$ cat src/rtl/mfp_7seg_scanner_pkg.sv
`timescale 1ns/1ps
`default_nettype none
// ============================================================================
// Module      : mfp_7seg_pkg
// Description : Shared types, constants and the hex-to-segment decode used
//               by the seven-segment scanner.
// Revision    : 1.0 - initial release
// ============================================================================
package mfp_7seg_pkg;

   typedef enum logic [0:0] {
      ST_BLANK = 1'b0,
      ST_SHOW  = 1'b1
   } state_t;

   localparam logic [6:0] SEG_OFF = 7'h7F;

   // Active-low segment pattern, bit order g..a (seg[0] = a).
   function automatic logic [6:0] hex_to_seg(input logic [3:0] nib);
      logic [6:0] seg;
      seg = SEG_OFF;
      case (nib)
         4'h0: seg = 7'h40;
         4'h1: seg = 7'h79;
         4'h2: seg = 7'h24;
         4'h3: seg = 7'h30;
         4'h4: seg = 7'h19;
         4'h5: seg = 7'h12;
         4'h6: seg = 7'h02;
         4'h7: seg = 7'h78;
         4'h8: seg = 7'h00;
         4'h9: seg = 7'h10;
         4'hA: seg = 7'h08;
         4'hB: seg = 7'h03;
         4'hC: seg = 7'h46;
         4'hD: seg = 7'h21;
         4'hE: seg = 7'h06;
         4'hF: seg = 7'h0E;
         default: seg = SEG_OFF;
      endcase
      return seg;
   endfunction

endpackage
`default_nettype wire

$ cat src/rtl/mfp_7seg_scanner_if.sv
`timescale 1ns/1ps
`default_nettype none
// ============================================================================
// Module      : mfp_7seg_scanner_if
// Description : Display data in / segment and anode drive out bundle.
// Revision    : 1.0 - initial release
// ============================================================================
interface mfp_7seg_scanner_if #(
   parameter int DIGIT_COUNT = 8
);
   logic [4*DIGIT_COUNT-1:0] value;
   logic [DIGIT_COUNT-1:0]   digit_en;
   logic [DIGIT_COUNT-1:0]   dots;
   logic [6:0]               seg_n;
   logic                     dp_n;
   logic [DIGIT_COUNT-1:0]   an_n;
   logic                     frame_done;

   modport master (
      output value, digit_en, dots,
      input  seg_n, dp_n, an_n, frame_done
   );

   modport slave (
      input  value, digit_en, dots,
      output seg_n, dp_n, an_n, frame_done
   );
endinterface
`default_nettype wire

$ cat src/rtl/mfp_hex_to_seg.sv
`timescale 1ns/1ps
`default_nettype none
// ============================================================================
// Module      : mfp_hex_to_seg
// Description : Combinational nibble to active-low seven-segment decoder.
// Revision    : 1.0 - initial release
// ============================================================================
module mfp_hex_to_seg
   import mfp_7seg_pkg::*;
(
   input  wire logic [3:0] i_nib,
   output logic      [6:0] o_seg
);
   assign o_seg = hex_to_seg(i_nib);
endmodule
`default_nettype wire

$ cat src/rtl/mfp_7seg_scanner.sv
`timescale 1ns/1ps
`default_nettype none
// ============================================================================
// Module      : mfp_7seg_scanner
// Description : Time-multiplexed common-anode seven-segment scanner with
//               per-slot blanking and once-per-frame input snapshot.
// Revision    : 1.0 - initial release
// ============================================================================
module mfp_7seg_scanner
   import mfp_7seg_pkg::*;
#(
   parameter int DIGIT_COUNT  = 8,
   parameter int PRESCALE     = 50000,
   parameter int BLANK_CYCLES = 16
) (
   input  wire logic         clk,
   input  wire logic         rst_n,
   mfp_7seg_scanner_if.slave bus
);
   localparam int MAXC = (PRESCALE > BLANK_CYCLES) ? PRESCALE : BLANK_CYCLES;
   localparam int CW   = (MAXC > 1) ? $clog2(MAXC) : 1;
   localparam int IW   = (DIGIT_COUNT > 1) ? $clog2(DIGIT_COUNT) : 1;

   localparam logic [CW-1:0] c_BLANK_LAST = CW'(BLANK_CYCLES - 1);
   localparam logic [CW-1:0] c_SHOW_LAST  = CW'(PRESCALE - 1);
   localparam logic [IW-1:0] c_IDX_LAST   = IW'(DIGIT_COUNT - 1);

   state_t                   r_state, w_state_nxt;
   logic [IW-1:0]            r_idx,   w_idx_nxt;
   logic [CW-1:0]            r_cnt,   w_cnt_nxt;
   logic                     w_load;
   logic [4*DIGIT_COUNT-1:0] r_val_s;
   logic [DIGIT_COUNT-1:0]   r_en_s;
   logic [DIGIT_COUNT-1:0]   r_dot_s;

   logic [3:0]               w_nib;
   logic [6:0]               w_seg;
   logic                     w_lit;

   always_ff @(posedge clk or negedge rst_n) begin
      if (!rst_n) begin
         r_state <= ST_BLANK;
         r_idx   <= '0;
         r_cnt   <= '0;
         r_val_s <= '0;
         r_en_s  <= '0;
         r_dot_s <= '0;
      end else begin
         r_state <= w_state_nxt;
         r_idx   <= w_idx_nxt;
         r_cnt   <= w_cnt_nxt;
         if (w_load) begin
            r_val_s <= bus.value;
            r_en_s  <= bus.digit_en;
            r_dot_s <= bus.dots;
         end
      end
   end

   always_comb begin
      w_state_nxt = r_state;
      w_idx_nxt   = r_idx;
      w_cnt_nxt   = r_cnt + 1'b1;
      w_load      = 1'b0;
      case (r_state)
         ST_BLANK: begin
            if (r_cnt == c_BLANK_LAST) begin
               w_cnt_nxt   = '0;
               w_state_nxt = ST_SHOW;
               // Snapshot only at the start of slot 0 so a frame never tears.
               w_load      = (r_idx == '0);
            end
         end
         ST_SHOW: begin
            if (r_cnt == c_SHOW_LAST) begin
               w_cnt_nxt   = '0;
               w_state_nxt = ST_BLANK;
               w_idx_nxt   = (r_idx == c_IDX_LAST) ? '0 : r_idx + 1'b1;
            end
         end
         default: begin
            w_cnt_nxt   = '0;
            w_state_nxt = ST_BLANK;
         end
      endcase
   end

   assign w_nib = r_val_s[4*int'(r_idx) +: 4];

   mfp_hex_to_seg u_dec (
      .i_nib (w_nib),
      .o_seg (w_seg)
   );

   assign w_lit = (r_state == ST_SHOW) && r_en_s[r_idx];

   always_comb begin
      bus.an_n        = '1;
      bus.seg_n       = SEG_OFF;
      bus.dp_n        = 1'b1;
      if (w_lit) begin
         bus.an_n[r_idx] = 1'b0;
         bus.seg_n       = w_seg;
         bus.dp_n        = ~r_dot_s[r_idx];
      end
      bus.frame_done  = (r_state == ST_SHOW) && (r_idx == c_IDX_LAST)
                        && (r_cnt == c_SHOW_LAST);
   end

endmodule
`default_nettype wire

$ cat src/flat_wrapper.sv
// flat-port wrapper written by rule: the top's interface ports become plain ports
module mfp_7seg_scanner_flat import mfp_7seg_pkg::*;
#(
   parameter int DIGIT_COUNT  = 8,
   parameter int PRESCALE     = 50000,
   parameter int BLANK_CYCLES = 16
)
  (clk, rst_n, bus_value, bus_digit_en, bus_dots, bus_seg_n, bus_dp_n, bus_an_n, bus_frame_done);
  mfp_7seg_scanner_if #(.DIGIT_COUNT(DIGIT_COUNT)) bus_i ();
  input  wire logic clk;
  input  wire logic rst_n;
  input wire logic [$bits(bus_i.value)-1:0] bus_value;
  input wire logic [$bits(bus_i.digit_en)-1:0] bus_digit_en;
  input wire logic [$bits(bus_i.dots)-1:0] bus_dots;
  output wire logic [$bits(bus_i.seg_n)-1:0] bus_seg_n;
  output wire logic [$bits(bus_i.dp_n)-1:0] bus_dp_n;
  output wire logic [$bits(bus_i.an_n)-1:0] bus_an_n;
  output wire logic [$bits(bus_i.frame_done)-1:0] bus_frame_done;
  assign bus_i.value = bus_value;
  assign bus_i.digit_en = bus_digit_en;
  assign bus_i.dots = bus_dots;
  assign bus_seg_n = bus_i.seg_n;
  assign bus_dp_n = bus_i.dp_n;
  assign bus_an_n = bus_i.an_n;
  assign bus_frame_done = bus_i.frame_done;
  mfp_7seg_scanner #(.DIGIT_COUNT(DIGIT_COUNT), .PRESCALE(PRESCALE), .BLANK_CYCLES(BLANK_CYCLES)) u_core (.clk(clk), .rst_n(rst_n), .bus(bus_i));
endmodule
$ cat config.mk
export PLATFORM = sky130hd
export DESIGN_NAME = mfp_7seg_scanner_flat
export DESIGN_NICKNAME = d
export VERILOG_FILES = /design/src/rtl/mfp_7seg_scanner_pkg.sv /design/src/rtl/mfp_7seg_scanner_if.sv /design/src/rtl/mfp_hex_to_seg.sv /design/src/rtl/mfp_7seg_scanner.sv /design/src/flat_wrapper.sv
export SDC_FILE = /design/constraint.sdc
export NUM_CORES = 1
export LEC_CHECK = 0
export CAP_MARGIN = 10
export CORE_AREA = 2 2 104 106
export DETAILED_ROUTE_END_ITERATION = 10
export DIE_AREA = 0 0 106 108
export PLACE_DENSITY = 0.69
export SYNTH_ARGS = -nofsm -noshare
export SYNTH_HDL_FRONTEND = slang
export SYNTH_SLANG_ARGS = --single-unit
export TNS_END_PERCENT = 50
$ cat constraint.sdc
create_clock -name clk -period 3.4 [get_ports clk]
set_input_delay 1.02 -clock clk [delete_from_list [all_inputs] [get_ports clk]]
set_output_delay 1.02 -clock clk [all_outputs]
set_load 0.005 [all_outputs]
* Word level (Yosys, flattened, before mapping)
Memories as Yosys holds them, arrays and structs flattened.
Index checks and enable logic that the tools add are counted.
** Operators by class
- $lt $le $gt $ge :: 2
- Equal/unequal tests :: 3
- Bitwise logic cells :: 3
- $add $sub $neg :: 2
- Multiplexer cells :: 18
- Reduce and logical (&&, ||, !) cells :: 6
- Shift-type cells :: 1
** Operators with widths (count)
- $mux W16 :: 2
- $pmux W16 S2 :: 1
- $shiftx A32 B6 Y4 :: 1
- $add A16 B1 Y16 const B :: 1
- $eq A16 B16 Y1 const B :: 1
- $eq A16 B4 Y1 const B :: 1
- $mux W1 :: 8
- $mux W8 :: 1
- $not A8 Y8 :: 1
- $mux W7 :: 1
- $bmux W1 S3 :: 2
- $logic_and A1 B1 Y1 :: 4
- $lt A3 B4 Y1 const B :: 1
- $add A3 B1 Y3 const B :: 1
- $demux W1 S3 :: 1
- $eq A3 B3 Y1 const B :: 1
- $ge A3 B1 Y1 const B :: 1
- $logic_not A3 Y1 :: 1
- $mux W3 :: 1
- $not A1 Y1 :: 2
- $pmux W1 S2 :: 1
- $reduce_and A2 Y1 :: 1
** Storage, ports and cells
- Flip-flop bits (word level) :: 68
- Memories :: 1
- Word-level logic and storage cells :: 42
- ROM bits :: 112
** Memory list
- (no name shown) :: depth 16, width 7, rd ports 1, clocked after Yosys merged registers in 0, wr ports 0, RTL line mfp_7seg_scanner_pkg.sv:22 : case (nib)

* Depth between registers and ports, before layout
- Depth after elaboration :: 6
- Gate-level depth with buffers :: 9
- Mapped depth without buffers :: 7

* Cells and area by module
Synthesis repeated with hierarchy kept, for this count alone.
** Second synthesis, totals
- Cells, all modules :: 310
- Area, all modules :: 3603.5 um^2
** By module, submodules not included
- mfp_7seg_scanner :: cells an instance 279, instances 1, area each 3342.0 um^2
- mfp_hex_to_seg :: cells an instance 31, instances 1, area each 261.5 um^2

* Least setup slack after synthesis
OpenSTA, ideal clock, no wires.
- Path kind :: reg2out
- Start point :: register u_core.r_idx[0]
- End point :: output port bus_seg_n[3]
- Path buffers :: 2
- Slack :: 0.155 ns
- Stages on the path, launching flop included :: 10
- Arrival :: 2.225 ns
- Required time :: 2.380 ns
- Cell sequence :: dfrtp_1 > buf_6 > buf_12 > mux4_1 > mux2i_1 > inv_1 > ha_1 > mux2i_1 > nand2_1 > a21bo_2
** On the way
- Cells in the longest elaborated chain, start to end :: 4
- Elaborated cells on any way between the ends :: 6
** RTL lines
- start, declared :: RTL line mfp_7seg_scanner.sv:29 : logic [IW-1:0] r_idx, w_idx_nxt;
- start signal, assigned :: RTL line mfp_7seg_scanner.sv:50 : r_idx <= w_idx_nxt;
- branches (longest 3 deep; another with $mem_v2 Z16 W7)
- $mux W7 * :: RTL line mfp_7seg_scanner.sv:101 : if (w_lit) begin
- end, declared :: RTL line flat_wrapper.sv:15 : output wire logic [$bits(bus_i.seg_n)-1:0] bus_seg_n;
Every way passes the cells marked *. The select of a mux whose other input is x is not followed.

* Worst setup path in the final report
- Start point :: register u_core.r_idx[0]
- End point :: output port bus_seg_n[4]
The elaborated chain is that of the path after synthesis.

==> results summary <==
The run finished, with violations left. The checks that failed: negative setup slack. Counting distinct cell types in the post-synthesis netlist gives 42. The number of warning messages in the yosys log came out at 0. The total number of placement rows is 37.

The tightest hold margin is 0.509 ns. The worst ir drop on vdd is between 0.15 and 0.2 mV. The clock tree from TritonCTS is done.

The number of enable flip-flop cells after synthesis came out at 0. The synthesized area per cell is between 10 and 15 um2. The post-route worst setup slack came out at -0.103 ns.

Power spread over the standard cell area amounts to 354 mW/mm2. The net count of the mapped netlist came out at 345. The clock passes through at most 2 buffers. Static timing analysis puts the maximum clock frequency at about 0.29 GHz. The area of the core came out at 0.0102 mm2. Global routing consumed, on the met2 layer, 23.3% of the routing resources.

After clock tree synthesis, the clock-pin slew on the worst setup and hold paths is 0.08 ns. The first global-routing pass estimated 13200 um of wire. The repair_antennas step left the layout with diodes totalling 0. In this run the number of H-tree levels came out at 3. The number of pins with negative max-slew slack in the final report is 0.

In the synthesized netlist, the number of instances is 285. The number of antenna violations at the first check in global routing is 0. The die footprint is about 0.011 mm2.

After filler insertion, the fill cell instance count of the layout stands at ~920. The most common cell in the synthesized netlist is sky130_fd_sc_hd__dfrtp_1. The routed design could run at a clock period as short as 3.50 ns.

By startpoint and endpoint, the worst setup path is classified as reg2out. The area growth from synthesis to layout is 36.8%. The total wire length after detailed routing is 7960 um.

STA classifies the critical path startpoint as a flop. From bottom edge to top edge, the die measures 108 um. Between clock sinks in the finished design, the worst skew comes to 0.0127 ns. The leakage power is 1.96 nW. In the final design database the tool counted roughly 440 nets. In the final layout, the multi-input gates occupy ~0.0018 mm2. The first-pass detailed-route iteration total came out at 4.

In this run the count of I/O pins placed on the die edge is 67. The sequential fraction of the synthesis area is 47.8%. The final cycle utilization of the critical path came out at 103%. For this run the aggregate overflow at the end of global routing stands at 0. Setup violations remaining at the end of the flow were counted as 6. The placed wire-length estimate is 5780 um.

The flip-flop and latch area is around 0.0017 mm2. The most used flip-flop cell after synthesis is sky130_fd_sc_hd__dfrtp_1. The slew of the pin with the lowest slew margin is 0.742 ns. The wire length per cell after detailed routing came out at 15.3 um. Yosys attributes the largest share of cell area to sky130_fd_sc_hd__dfrtp_1, sky130_fd_sc_hd__mux2_2, sky130_fd_sc_hd__mux4_1.

The post-route netlist has 37.0% of its cells at a drive strength greater than 1. In this run, the number of DRC markers left after iteration 0 of detailed routing was 108. The routed layout has ~2600 vias. Across every metal layer, demand over resource in global routing totals 14.9%. The post-synthesis cell type with the largest combined area is sky130_fd_sc_hd__dfrtp_1. The final number of hold-violating endpoints is 0. After synthesis, the share of flip-flops with an asynchronous set or reset is 100%. The remaining routing DRC violations came out at 0. The vias per cell is 4.92. The completed layout was analyzed and its total power is around 1.7 mW. The summed instance area of the synthesized netlist came out at 0.00356 mm2.

At the end of routability-driven placement, the weighted congestion stood at 0.829. Sorting the synthesized cells by how often they occur yields sky130_fd_sc_hd__dfrtp_1, sky130_fd_sc_hd__mux2_2, sky130_fd_sc_hd__nand3_1, sky130_fd_sc_hd__nor2_1, sky130_fd_sc_hd__nand2_1. Setup repair after global routing could not meet its margin everywhere. STA classifies the critical path endpoint as an output port. The tree is rooted in a sky130_fd_sc_hd__clkbuf_8.

Summed over all failing endpoints, the final setup total negative slack is -0.445 ns. The met1 demand-to-capacity share in global routing is just under 20%. For this run, global-route usage on met3 was measured as 4.46%. From left edge to right edge, the die measures 106 um. The number of CTS-inserted buffers came out at 9.

Of all nets on the critical path, the largest fanout is 5. The area share of the largest cell type after synthesis came out at 47.8%. The clock sink count came out at 68. In this run the remaining antenna-violating nets after routing total 0. The number of input and output port buffers inserted is 66.

The maximum number of pins on one net before global-route repair came out at 37. The post-synthesis sequential element count is 68. met2 is the most crowded layer. The worst-case headroom to the max-slew limit came out at 50.5%. The number of global-route vias before repair is around 2700. The worst min-delay path category is reg2reg. The reported max-cap violation count is 0.

The clock latency of the later-clocked register in the worst-skew pair came out at 0.35 ns. STA puts the critical path data required time at 2.38 ns. The effective utilization at floorplan is 34.8%.

Data on the critical path arrives at its endpoint at 2.48 ns.
[worst max-delay path, stage by stage (launching register included)]
cell and delay, ns:
sky130_fd_sc_hd__dfrtp_2 0.45, sky130_fd_sc_hd__buf_12 0.12, sky130_fd_sc_hd__mux4_2 0.47, sky130_fd_sc_hd__mux2_4 0.34
sky130_fd_sc_hd__ha_4 0.19, sky130_fd_sc_hd__mux2_2 0.26, sky130_fd_sc_hd__nand2_1 0.06, sky130_fd_sc_hd__o211ai_1 0.09
sky130_fd_sc_hd__buf_2 0.14
[stage by stage]
| stage | instance area, um2 | util (%) | setup WS, ns | std cells |
|---|---|---|---|---|
| finish | 4870 | 47.6 | -0.103 | 520 |
| detailed placement | 4450 | 43.5 | -0.259 | 492 |
| floorplan | 3560 | - | 0.155 | 285 |
| CTS | 4800 | 46.9 | -0.105 | 518 |
| global route | 4870 | 47.6 | -0.220 | 520 |
| global placement | 4450 | 43.5 | -0.120 | 492 |
[placed cells by master, fill, tap and decap left out, drive strengths merged, types with 2 or more instances in the layout]
cell	n
mux2	54
xnor2	9
nand4	8
mux4	7
nor3	6
o31a	2
nor2	15
clkdlybuf4s50	57
buf	39
o211ai	4
inv	12
nand2b	2
nand2	14
dfrtp	68
ha	10
nand3	15
clkbuf	9
a21oi	5
nor4	2
xor2	5
o22ai	4
o21ai	2
and3	4
mux2i	13
o221ai	2
[cells by family after synthesis]
logic type | Yosys count | synth area share [%]
AO/OA/AOI/OAI | 22 | 4.36
multiplexers | 74 | 26.1
buffers and inverters | 24 | 4.14
adder cells (fa/ha/maj) | 10 | 3.51
XOR/XNOR | 14 | 3.44
AND/OR/NAND/NOR | 73 | 10.6
flip-flops | 68 | 47.8
[registers in the layout, summed over array words and instances (netlist names)]
signal	cells
u_core.r_state	1
u_core.r_dot_s	8
u_core.r_cnt	16
u_core.r_val_s	32
u_core.r_idx	3
u_core.r_en_s	8
[final cells by class]
type,count,area share (%)
Inverter,8,0.667
Sequential cell,68,35.0
Clock inverter,7,1.67
Timing Repair Buffer,98,19.1
Tap cell,136,3.49
Clock buffer,9,2.54
Multi-Input combinational cell,194,37.6
[path summary, 6_finish.rpt]
path	startpoint	end	slack, ns	cells after the start
setup reg to reg	u_core.r_cnt[0]	u_core.r_val_s[18]	1.07	7
setup / recovery	u_core.r_idx[0]	bus_seg_n[4]	-0.10	8
min in group asynchronous	rst_n	u_core.r_dot_s[6]	0.57	1
hold / removal	u_core.r_dot_s[5]	u_core.r_dot_s[5]	0.51	1
max in group asynchronous	rst_n	u_core.r_val_s[22]	2.15	2
hold reg to reg	u_core.r_dot_s[5]	u_core.r_dot_s[5]	0.51	1
[routing by layer]
metal	wire length, um	up-vias
met5	0	-
met4	134	0
met3	391	9
met2	3730	60
met1	3710	1253
li1	-	1237
[where the power goes]
part | switching, mW | internal, mW | total, mW | leakage, nW
registers | 0.0175 | 0.837 | 0.855 | 0.819
logic | 0.0709 | 0.119 | 0.190 | 1.04
clock network | 0.330 | 0.350 | 0.680 | 0.101
[what timing repair did]
action | CTS | global route
gates cloned | 1 | 0
pin swaps | 10 | 5
endpoints found under the setup margin | 17 | 16
endpoints found under the hold margin | 0 | 0
setup buffers | 9 | 2
hold buffers | 0 | 0
resized for setup | 60 | 10
(Power assumes the default switching activity.)
